===== src/rtl/axis_data_downsizer.sv =====
// AXI4-Stream width down-converter: splits each wide beat into narrow words,
// lowest lane first, trimming trailing all-zero keep groups and re-placing tlast.
module axis_data_downsizer #(
  parameter int unsigned IN_WIDTH  = 512,
  parameter int unsigned OUT_WIDTH = 64
) (
  input  logic                   aclk,
  input  logic                   aresetn,
  input  logic                   s_axis_tvalid,
  output logic                   s_axis_tready,
  input  logic [IN_WIDTH-1:0]    s_axis_tdata,
  input  logic [IN_WIDTH/8-1:0]  s_axis_tkeep,
  input  logic                   s_axis_tlast,
  output logic                   m_axis_tvalid,
  input  logic                   m_axis_tready,
  output logic [OUT_WIDTH-1:0]   m_axis_tdata,
  output logic [OUT_WIDTH/8-1:0] m_axis_tkeep,
  output logic                   m_axis_tlast
);

  localparam int unsigned RATIO  = IN_WIDTH / OUT_WIDTH;
  localparam int unsigned IDX_W  = (RATIO > 1) ? $clog2(RATIO) : 1;
  localparam int unsigned IN_KW  = IN_WIDTH / 8;
  localparam int unsigned OUT_KW = OUT_WIDTH / 8;

  // Reject width pairs that do not split into a power-of-two number of words.
  if ((RATIO < 2) || ((RATIO & (RATIO - 1)) != 0) || (IN_WIDTH != RATIO * OUT_WIDTH))
  begin : g_ratio_check
    $error("axis_data_downsizer: IN_WIDTH/OUT_WIDTH must be a power of two >= 2");
  end

  typedef enum logic {
    EMPTY = 1'b0,
    SEND  = 1'b1
  } state_e;

  state_e               state_q, state_d;
  logic [IDX_W-1:0]     idx_q, idx_d;
  logic [IDX_W-1:0]     hi_q;
  logic [IN_WIDTH-1:0]  data_q;
  logic [IN_KW-1:0]     keep_q;
  logic                 last_q;
  logic                 alive_q;

  logic [IDX_W-1:0]     beat_hi;
  logic                 last_word;
  logic                 accept;
  logic                 load;
  logic [OUT_WIDTH-1:0] word_data;
  logic [OUT_KW-1:0]    word_keep;

  // Highest word group of the incoming beat that carries at least one byte.
  always_comb begin
    beat_hi = '0;
    for (int unsigned i = 0; i < RATIO; i++) begin
      if (s_axis_tkeep[i*OUT_KW +: OUT_KW] != '0) beat_hi = IDX_W'(i);
    end
  end

  // Select the current word out of the holding register.
  always_comb begin
    word_data = '0;
    word_keep = '0;
    for (int unsigned i = 0; i < RATIO; i++) begin
      if (idx_q == IDX_W'(i)) begin
        word_data = data_q[i*OUT_WIDTH +: OUT_WIDTH];
        word_keep = keep_q[i*OUT_KW +: OUT_KW];
      end
    end
  end

  // Next-state logic and handshakes; a beat with no bytes and no last is swallowed.
  always_comb begin
    state_d       = state_q;
    idx_d         = idx_q;
    last_word     = (state_q == SEND) && (idx_q == hi_q);
    s_axis_tready = alive_q && ((state_q == EMPTY) || (last_word && m_axis_tready));
    accept        = s_axis_tvalid && s_axis_tready;
    load          = accept && !((s_axis_tkeep == '0) && !s_axis_tlast);
    case (state_q)
      EMPTY: begin
        if (load) begin
          state_d = SEND;
          idx_d   = '0;
        end
      end
      SEND: begin
        if (m_axis_tready) begin
          if (idx_q != hi_q) begin
            idx_d = IDX_W'(idx_q + 1'b1);
          end else if (load) begin
            idx_d = '0;
          end else begin
            state_d = EMPTY;
          end
        end
      end
      default: state_d = EMPTY;
    endcase
  end

  // State, word index and the holding register.
  always_ff @(posedge aclk or negedge aresetn) begin
    if (!aresetn) begin
      state_q <= EMPTY;
      idx_q   <= '0;
      hi_q    <= '0;
      data_q  <= '0;
      keep_q  <= '0;
      last_q  <= 1'b0;
      alive_q <= 1'b0;
    end else begin
      state_q <= state_d;
      idx_q   <= idx_d;
      alive_q <= 1'b1;
      if (load) begin
        hi_q   <= beat_hi;
        data_q <= s_axis_tdata;
        keep_q <= s_axis_tkeep;
        last_q <= s_axis_tlast;
      end
    end
  end

  assign m_axis_tvalid = (state_q == SEND);
  assign m_axis_tdata  = word_data;
  assign m_axis_tkeep  = word_keep;
  assign m_axis_tlast  = last_q && (idx_q == hi_q) && (state_q == SEND);

endmodule


===== config.mk =====
export PLATFORM = sky130hd
export DESIGN_NAME = axis_data_downsizer
export DESIGN_NICKNAME = d
export VERILOG_FILES = /design/src/rtl/axis_data_downsizer.sv
export SDC_FILE = /design/constraint.sdc
export NUM_CORES = 1
export LEC_CHECK = 0
export CAP_MARGIN = 20
export CORE_MARGIN = 10
export CORE_UTILIZATION = 35
export CTS_CLUSTER_DIAMETER = 120
export DETAILED_ROUTE_END_ITERATION = 10
export SLEW_MARGIN = 15
export SYNTH_ARGS = -nofsm -noshare
export SYNTH_HDL_FRONTEND = slang
export SYNTH_SLANG_ARGS = --single-unit

===== constraint.sdc =====
create_clock -name aclk -period 2.17 [get_ports aclk]
set_input_delay 0.217 -clock aclk [delete_from_list [all_inputs] [get_ports aclk]]
set_output_delay 0.217 -clock aclk [all_outputs]
set_load 0.01 [all_outputs]

==> out/summary.txt <==
Status -> finished, violations left
Failing checks -> setup timing
Top-area cell type share of the netlist area -> 53.9%
Sequential share of the synthesized area -> 53.9%
Leak -> 18.0 nW
Violation count after the first detailed-route iteration -> 1,381
Post-Syn Area -> 27,100 sq um
Top-count cell post-synth -> dfrtp_1
Synth cell types -> 39
RSZ-0062 raised after global routing -> yes
Pwr Total -> 63.0 mW
Net Sw Frac -> 33.7%
Internal power -> 41.8 mW
Initial cell density of the core -> 35.1%
Min-Delay Path Class -> in -> async
Setup WS post-layout -> -0.821 ns
I/O Buffers -> 655
GR Overflow Total -> 0
Switching power -> 21.2 mW
Flop pwr share -> 31.3%
Comb pwr share -> 49.5%
Peak supply drop -> 0.652 mV
Crit start category -> register
Crit Path Category -> reg -> out
Synth Warn # -> 0
Post-synth EDFFs -> 0
Cells after Synth -> 2,204
Critical Path Fanout Max -> 7
Root Driver -> clkbuf_16
Post-DRT Antenna Nets -> 0
Chip width -> 298 um
CP Data Required Time -> 1.95 ns
Via count -> 22,300
Post-Synthesis Net Count -> 2,791
Slew Viols, Final -> 0
Avg Cell Area, Syn -> 12.3 sq um
Core footprint -> 77,200 sq um
Residual DRC -> 0
TritonCTS buffer count -> 69
Detailed Route WL -> 113,000 um
Area contributors post-synth -> dfrtp_1, mux2_2, mux2_4, nand2_1, o21ai_0
Fin nets -> 3,703
Hold Fails Final Rpt -> 0
Layout Skew -> 0.0218 ns
Setup Total Neg Slack -> -302.58 ns
Die Footprint -> 89,100 sq um
Fmax -> 334 MHz
Register bit count reported by yosys -> 585
Die Y -> 298 um
Most used flip-flop cell after synthesis -> dfrtp_1
Setup crit end kind -> primary output
Async S/R FF share, synth -> 100%
Layout cell share with drive strength beyond 1 -> 42.0%
Post-synth top cells -> dfrtp_1, mux2_2, nand2_1
Insertion delay to the later sink of the worst-skew pair -> 0.61 ns
First-pass GRT wire length -> 147,000 um
Row cnt -> 102
Syn-to-layout area delta -> 59.4%
Placed Area -> 36,800 sq um
Gr usage total -> 21.5%
Leading area contributor after synthesis -> dfrtp_1
Fill cells -> 6,313
PD cells -> 1460 nW/um^2
Initial antenna violation count -> 35
Gpl congestion -> 0.870
Vias/cell -> 5.27
Count of max-cap constraint violations -> 0
Critical Path AT -> 2.77 ns
Pin count of the biggest net entering global routing -> 87
Detailed Place HPWL -> 73,200 um
Setup violations, final -> 655
Routed len/inst -> 26.8 um
Drt first pass iters -> 5
TritonCTS clock tree -> done
H-tree lvl count -> 3
Period utilisation layout -> 138%
Clock-pin transition on the worst setup and hold timing paths -> 0.06 ns
Final worst path period need -> 2.99 ns
# IOs -> 656
CTS max path bufs -> 3
Sink Count -> 585
Vias in the first global route -> 23,100
Clk pwr share -> 19.3%
Fin area -> 43,300 sq um
power by group through the flow:
stage,combinational [mW],clock [mW],sequential (mW)
2_1_floorplan,15.4,0,18.5
3_3_place_gp,25.1,0,19.3
3_5_place_dp,25.5,0,19.6
4_1_cts,25.9,12.4,19.5
5_1_grt,32.9,12.8,20.4
6_report,31.2,12.1,19.7
worst max-delay path, stage by stage, from the launching register on:
cell	delay, ns
dfrtp_1	0.42
inv_2	0.09
buf_6	0.12
ha_4	0.20
buf_12	0.17
buf_12	0.13
buf_8	0.12
o21ai_2	0.12
o211ai_1	0.15
a31o_2	0.31
a31oi_2	0.17
buf_2	0.16
cell families after synthesis:
kind of cell	after synthesis	share of synthesized area (%)
compound gates	449	10.7
xor+xnor	3	0.0968
fa+ha+maj	6	0.277
buf+inv	178	3.35
flops	585	53.9
mux	578	25.0
other cells	1	0.0138
simple gates	404	6.56
registers in the layout, indices dropped and copies added (netlist names):
signal         flops
last_q             1
data_q           512
keep_q            64
hi_q               3
alive_q            1
m_axis_tvalid      1
idx_q              3
metrics by stage:
stage	hold WS [ns]	setup WS [ns]	std cells	utilization [%]
after floorplan	-0.0786	-0.0483	2204	-
after global placement	0.134	-0.616	3932	47.7
after detailed placement	0.137	-0.631	3932	47.7
after CTS	0.0854	-0.931	4074	51.3
after global routing	0.129	-0.886	4227	56.0
final	0.111	-0.821	4231	56.0
timing repair:
item / 4_1_cts / 5_1_grt
hold buffers: 1 / 0
endpoints found under the setup margin: 655 / 656
resized for setup: 341 / 504
gates cloned: 8 / 64
pin swaps: 21 / 53
endpoints found under the hold margin: 513 / 0
setup buffers: 16 / 73
cell usage in the layout (no fill, tap or decap), types with 14 or more instances in the layout:
cell / synthesis / final
buf_4: 41 / 160
nand2_1: 297 / 279
buf_16: 0 / 20
o21ai_0: 148 / 40
o21ai_1: 0 / 70
dfrtp_1: 585 / 585
buf_12: 0 / 90
clkbuf_16: 0 / 116
nor4_1: 18 / 18
a31oi_2: 0 / 55
o211ai_1: 72 / 72
o22ai_1: 72 / 72
a31oi_4: 0 / 14
clkdlybuf4s50_1: 0 / 580
buf_6: 9 / 43
nand2b_1: 72 / 72
mux2_4: 76 / 281
o21ai_2: 0 / 34
a31o_2: 73 / 72
diode_2: 0 / 27
clkbuf_1: 100 / 16
buf_8: 0 / 15
buf_2: 15 / 54
mux2_2: 501 / 296
metal layers:
layer	up-vias	share of wire, %	track usage (%)
li1	9864	-	-
met1	11500	40	26.1
met2	754	50	37.3
met3	211	6.3	4.35
met4	20	3.1	7.60
met5	-	0.10	0
cell type report:
cell class / instances / area, sq um / area share, %
flip-flops and latches: 585 / 14600 / 33.8
multi-input cells: 1441 / 13300 / 30.8
repair buffers: 1012 / 11500 / 26.7
clock buffers: 94 / 1910 / 4.42
well taps: 1040 / 1300 / 3.01
clock inverters: 25 / 429 / 0.992
diodes: 27 / 67.6 / 0.156
inverters: 7 / 27.5 / 0.0636
final timing paths:
| check | from | end | slack (ns) | cells after the start |
|---|---|---|---|---|
| max in group asynchronous | aresetn | data_q[143]$_DFFE_PN0P_ | 1.15 | 4 |
| min in group aclk | s_axis_tdata[508] | data_q[508]$_DFFE_PN0P_ | 0.22 | 2 |
| worst max-delay path | idx_q[1]$_DFFE_PN0P_ | m_axis_tdata[11] | -0.82 | 11 |
| worst max register to register | idx_q[0]$_DFFE_PN0P_ | data_q[354]$_DFFE_PN0P_ | -0.58 | 11 |
| worst min register to register | data_q[189]$_DFFE_PN0P_ | data_q[189]$_DFFE_PN0P_ | 0.50 | 1 |
| worst min-delay path | aresetn | data_q[298]$_DFFE_PN0P_ | 0.11 | 2 |
No activity file was read; power rests on OpenSTA's default activity.
